File: src/rtl/video_stream_pkg.sv
// Shared FSM state type, default timing constants and width helpers
// for the test-pattern video stream generator.
package video_stream_pkg;

   typedef enum logic [2:0] {
      IDLE,
      VFRONT,
      ACTIVE,
      HGAP,
      VBACK,
      VBLANK
   } state_t;

   localparam int DEF_DW      = 8;
   localparam int DEF_IW      = 4;
   localparam int DEF_IH      = 4;
   localparam int DEF_H_TOTAL = 8;
   localparam int DEF_V_FRONT = 6;
   localparam int DEF_V_BACK  = 2;
   localparam int DEF_V_BLANK = 30;

   // A counter for n states needs clog2(n) bits, never fewer than one.
   function automatic int cnt_w(input int n);
      return (n > 1) ? $clog2(n) : 1;
   endfunction

   function automatic int max3(input int a, input int b, input int c);
      int m;
      m = (a > b) ? a : b;
      return (m > c) ? m : c;
   endfunction

endpackage

File: src/rtl/vs_counter.sv
// Up-counter with synchronous load, count enable and a terminal-count
// flag that asserts while the count equals the supplied limit.
module vs_counter #(
   parameter int W = 4
) (
   input  logic         clk,
   input  logic         rst,
   input  logic         load,
   input  logic         inc,
   input  logic [W-1:0] load_val,
   input  logic [W-1:0] limit,
   output logic         tc
);

   logic [W-1:0] count;

   always_ff @(posedge clk) begin
      if (rst) begin
         count <= '0;
      end else if (load) begin
         count <= load_val;
      end else if (inc) begin
         count <= count + 1'b1;
      end
   end

   assign tc = (count == limit);

endmodule

File: src/rtl/video_stream_gen.sv
// Frame/line timing generator emitting a ramp or constant test pattern
// with registered vsync/hsync/pixel outputs and an end-of-frame pulse.
module video_stream_gen
   import video_stream_pkg::*;
#(
   parameter int DW      = DEF_DW,
   parameter int IW      = DEF_IW,
   parameter int IH      = DEF_IH,
   parameter int H_TOTAL = DEF_H_TOTAL,
   parameter int V_FRONT = DEF_V_FRONT,
   parameter int V_BACK  = DEF_V_BACK,
   parameter int V_BLANK = DEF_V_BLANK
) (
   input  logic          clk,
   input  logic          rst,
   input  logic          en,
   input  logic          mode,
   input  logic [DW-1:0] pat_const,
   output logic          dout_vsync,
   output logic          dout_hsync,
   output logic [DW-1:0] dout,
   output logic          frame_done
);

   localparam int XW = cnt_w(IW);
   localparam int YW = cnt_w(IH);
   localparam int HW = cnt_w(H_TOTAL);
   localparam int PW = cnt_w(max3(V_FRONT, V_BACK, V_BLANK));

   localparam logic [XW-1:0] X_LAST   = XW'(IW - 1);
   localparam logic [YW-1:0] Y_LAST   = YW'(IH - 1);
   localparam logic [HW-1:0] GAP_LAST = HW'(H_TOTAL - IW - 1);
   localparam logic [PW-1:0] VF_LAST  = PW'(V_FRONT - 1);
   localparam logic [PW-1:0] VB_LAST  = PW'(V_BACK - 1);
   localparam logic [PW-1:0] VK_LAST  = PW'(V_BLANK - 1);

   state_t          state;
   logic            mode_q;
   logic [DW-1:0]   const_q;
   logic [DW-1:0]   ramp;
   logic [DW-1:0]   pixel;

   logic            pix_load, pix_inc, pix_tc;
   logic            line_load, line_inc, line_tc;
   logic            gap_load, gap_inc, gap_tc;
   logic            ph_load, ph_inc, ph_tc, ph_in_v;
   logic [PW-1:0]   ph_limit;

   // The ramp runs once per active pixel across the whole frame, so it
   // equals y*IW + x and wraps modulo 2^DW on its own.
   assign pixel = mode_q ? const_q : ramp;

   always_comb begin
      pix_load  = (state != ACTIVE) || pix_tc;
      pix_inc   = (state == ACTIVE);
      line_load = (state != ACTIVE) && (state != HGAP);
      line_inc  = (state == ACTIVE) && pix_tc;
      gap_load  = (state != HGAP) || gap_tc;
      gap_inc   = (state == HGAP);
      ph_in_v   = (state == VFRONT) || (state == VBACK) || (state == VBLANK);
      ph_load   = !ph_in_v || ph_tc;
      ph_inc    = ph_in_v;
      ph_limit  = '0;
      case (state)
         VFRONT:  ph_limit = VF_LAST;
         VBACK:   ph_limit = VB_LAST;
         VBLANK:  ph_limit = VK_LAST;
         default: ph_limit = '0;
      endcase
   end

   vs_counter #(.W(XW)) u_pix (
      .clk(clk), .rst(rst), .load(pix_load), .inc(pix_inc),
      .load_val('0), .limit(X_LAST), .tc(pix_tc)
   );

   vs_counter #(.W(YW)) u_line (
      .clk(clk), .rst(rst), .load(line_load), .inc(line_inc),
      .load_val('0), .limit(Y_LAST), .tc(line_tc)
   );

   vs_counter #(.W(HW)) u_gap (
      .clk(clk), .rst(rst), .load(gap_load), .inc(gap_inc),
      .load_val('0), .limit(GAP_LAST), .tc(gap_tc)
   );

   vs_counter #(.W(PW)) u_phase (
      .clk(clk), .rst(rst), .load(ph_load), .inc(ph_inc),
      .load_val('0), .limit(ph_limit), .tc(ph_tc)
   );

   // Outputs are set on the same edge as the state they belong to, so
   // the registered outputs always describe the state being entered.
   always_ff @(posedge clk) begin
      if (rst) begin
         state      <= IDLE;
         dout_vsync <= 1'b0;
         dout_hsync <= 1'b0;
         dout       <= '0;
         frame_done <= 1'b0;
         mode_q     <= 1'b0;
         const_q    <= '0;
         ramp       <= '0;
      end else begin
         frame_done <= 1'b0;
         case (state)
            IDLE: begin
               if (en) begin
                  state      <= VFRONT;
                  dout_vsync <= 1'b1;
                  mode_q     <= mode;
                  const_q    <= pat_const;
                  ramp       <= '0;
               end
            end
            VFRONT: begin
               if (ph_tc) begin
                  state      <= ACTIVE;
                  dout_hsync <= 1'b1;
                  dout       <= pixel;
                  ramp       <= ramp + 1'b1;
               end
            end
            ACTIVE: begin
               if (pix_tc) begin
                  dout_hsync <= 1'b0;
                  dout       <= '0;
                  state      <= line_tc ? VBACK : HGAP;
               end else begin
                  dout <= pixel;
                  ramp <= ramp + 1'b1;
               end
            end
            HGAP: begin
               if (gap_tc) begin
                  state      <= ACTIVE;
                  dout_hsync <= 1'b1;
                  dout       <= pixel;
                  ramp       <= ramp + 1'b1;
               end
            end
            VBACK: begin
               if (ph_tc) begin
                  state      <= VBLANK;
                  dout_vsync <= 1'b0;
                  frame_done <= 1'b1;
               end
            end
            VBLANK: begin
               if (ph_tc) begin
                  if (en) begin
                     state      <= VFRONT;
                     dout_vsync <= 1'b1;
                     mode_q     <= mode;
                     const_q    <= pat_const;
                     ramp       <= '0;
                  end else begin
                     state <= IDLE;
                  end
               end
            end
            default: state <= IDLE;
         endcase
      end
   end

endmodule

File: config.mk
export PLATFORM = sky130hd
export DESIGN_NAME = video_stream_gen
export DESIGN_NICKNAME = d
export VERILOG_FILES = /design/src/rtl/video_stream_pkg.sv /design/src/rtl/vs_counter.sv /design/src/rtl/video_stream_gen.sv
export SDC_FILE = /design/constraint.sdc
export NUM_CORES = 1
export LEC_CHECK = 0
export BUFFER_PORTS_ARGS = -buffer_cell sky130_fd_sc_hd__buf_2
export CORE_MARGIN = 1
export CORE_UTILIZATION = 42
export DETAILED_ROUTE_END_ITERATION = 12
export SYNTH_ARGS = -nofsm -noshare
export SYNTH_HDL_FRONTEND = slang
export SYNTH_SLANG_ARGS = --single-unit
File: constraint.sdc
create_clock -name clk -period 1.9 [get_ports clk]
set_input_delay 0.57 -clock clk [delete_from_list [all_inputs] [get_ports clk]]
set_output_delay 0.57 -clock clk [all_outputs]
set_load 0.02 [all_outputs]
==> metrics <==
Worst slew margin 0.720; grt total ovfl 0; clock slew at reported path FFs 0.08 ns; DR vias/cell 5.21; syn_area_per_cell 8.71 um2; Via Count 1994; GRT Resource Usage Total 0.191; yosys warns 0; H-Tree Level Count 2; largest cells by area after synthesis dfxtp_1 39%, mux2i_1 9.0%, nand2_1 7.3%, mux2_2 4.1%, nor2_1 3.7%; switching pwr 1.43 mW; Int Power 2.53 mW; CTS Buf Count 5; initial antenna violation count 0; fin nets 330; Setup Viol. Count Final 0; Max FO, Critical Path 7; synthesized net count 273; Post-synth ARST share 0; clock buffer depth 2; Cell variety after synth 46; Area growth syn-to-layout 30.2%; Clock Power Share 0.194; fin crit period 1.88 ns; drt first-iter violations 82; cell taking the most area after synthesis dfxtp_1; Power Total 3.96 mW; DRC viols 0; die footprint 0.00559 mm2; total of max-cap violations 0; Slew Viols, Final 0; hold buffer count at CTS 0; status complete, no violations; pwr/cell area 1370 mW/mm2; clock latency reported for the late side of the worst-skew pair 0.30 ns; first-pass GRT wire length 8.01 mm; GPL Wtd Cong 0.860; final critical-path share of the clock period 0.990; Seq pwr share 0.284; sequential area share after synthesis 0.387; Critical Path RT 2.10 ns; final hold vios 0; peak supply drop 0.569 mV; DR WL/cell 13.4 um; CTS sink count 43; top-area cell type share of the netlist area 0.387; CP Launch Type register; Lkg Pwr 1.25 nW; synthesized flop and latch total 43; vias in the first global route 1729; number of port buffers 22; Comb pwr share 0.522; Final Skew 0.00566 ns; CTS tree done; clock root cell clkbuf_8; Mapped Cells 255; Die W 74.7 um; largest net degree at the start of global routing 20; Detail Route Antenna Nets 0; layout cells sized above 1 0.297; I/O Pins 23; critical path class reg2reg; endpoint type of the worst setup path register; DP HPWL 3.62 mm; CP arrival 2.08 ns; number of synthesized flops with an enable pin 0; final WL 5.12 mm; RSZ-0062 raised after global routing true; switching share of total power 0.362; # diodes 0; row cnt 26; Peak Freq 532 MHz; Post-Synthesis Cell Area 0.00222 mm2; drt pass-1 iters 4; Core Area 0.00511 mm2; Most used DFF post-synth dfxtp_1; Util after Layout 0.567; Worst-Margin Slew 0.419 ns; Starting Density 0.435; height of the chip 74.7 um; worst hold path type reg2reg
synth_stat cells (all sizes together), types with 2 or more instances:
cell type,number
nand3,5
nand2,43
mux2,8
or2,2
o211ai,5
mux2i,20
xor2,4
a22oi,2
ha,6
nand4,3
o41ai,2
nand2b,4
dfxtp,43
and3,4
buf,3
a21oi,10
nor2,22
or3,3
nor3b,5
clkbuf,8
o21ai,6
a32o,6
xnor2,3
o22ai,2
inv,7
nor2b,4
nor3,7
a211o,2
state kept, by name (all words and copies together) (netlist names), 2 cells and up:
register       cells
u_phase.count      5
ramp               8
u_pix.count        2
state              3
u_gap.count        3
dout               8
const_q            8
u_line.count       2
routing by layer:
layer  GRT usage  share of wire
met1       0.255           0.48
met2       0.306           0.46
met3      0.0428          0.041
met4      0.0629          0.014
met5           0              0
logic make-up after synthesis:
logic type      synth area share
simple gates               0.237
fa+ha+maj                 0.0338
compound gates             0.150
buf+inv                   0.0332
xor+xnor                  0.0276
flops                      0.387
mux                        0.131
worst max-delay path, stage by stage (launching register included):
cell	delay [ns]
dfxtp_4	0.37
buf_4	0.15
or3b_2	0.50
o21ai_2	0.09
nor2_1	0.08
or3_1	0.35
a32o_1	0.25
power groups by stage:
stage          clock network [mW]  logic, mW  registers (mW)
3_5_place_dp                    0       1.79            1.14
6_report                    0.767       2.07            1.13
4_1_cts                     0.787       1.82            1.13
2_1_floorplan                   0       1.05            1.13
3_3_place_gp                    0       1.78            1.14
5_1_grt                     0.820       2.22            1.14
final timing paths:
kind                            slack, ns  cells past startpoint      startpoint              to
worst max-delay path                 0.02                      6        state[1]         ramp[7]
worst min-delay path                 0.43                      1  u_gap.count[0]  u_gap.count[0]
worst max register to register       0.02                      6        state[1]         ramp[7]
worst min register to register       0.43                      1  u_gap.count[0]  u_gap.count[0]
stage by stage:
stage,setup TNS (ns),cell area (um2),std cells,hold slack (ns),setup slack [ns]
2_1_floorplan,-0.261,2230,255,0.399,-0.0534
5_1_grt,-0.467,2890,383,0.449,-0.0610
3_5_place_dp,-1.74,2660,370,0.420,-0.176
3_3_place_gp,-1.42,2660,370,0.414,-0.163
4_1_cts,0,2800,378,0.433,0.00190
6_report,0,2890,383,0.426,0.0190
area by class of cell:
type | count | area [um2]
Clock buffer | 6 | 82.6
Clock inverter | 2 | 38.8
Fill cell | 489 | 2210
Inverter | 8 | 30.0
Multi-Input combinational cell | 193 | 1340
Sequential cell | 43 | 870
Tap cell | 70 | 87.6
Timing Repair Buffer | 61 | 449
cells in the final DEF, fill, tap and decap left out, types with 2 or more instances in the layout:
cell / synthesis / layout
nor3_1: 7 / 7
nor2b_1: 4 / 4
ha_1: 6 / 6
or2_2: 2 / 2
nand2b_1: 4 / 4
a32o_1: 6 / 6
buf_12: 0 / 2
a22oi_1: 2 / 2
xnor2_1: 3 / 2
buf_2: 2 / 22
o22ai_1: 2 / 2
a211o_1: 2 / 2
inv_1: 7 / 7
nor2_1: 22 / 21
and3_1: 4 / 4
or3_1: 3 / 3
o41ai_1: 2 / 2
nand4_1: 3 / 3
dfxtp_1: 43 / 40
xor2_1: 4 / 4
nand2_1: 43 / 43
o21ai_0: 6 / 3
buf_4: 0 / 35
mux2i_1: 20 / 19
o211ai_1: 5 / 5
dfxtp_4: 0 / 2
nor3b_1: 5 / 5
nand3_1: 5 / 5
a21oi_1: 9 / 8
clkbuf_8: 0 / 6
o21ai_1: 0 / 2
mux2_2: 8 / 8
timing repair:
action | 4_1_cts | 5_1_grt
endpoints found under the setup margin | 24 | 24
setup buffers | 0 | 5
resized for setup | 6 | 11
gates cloned | 0 | 1
pin swaps | 1 | 5
No activity file was read; power rests on OpenSTA's default activity.
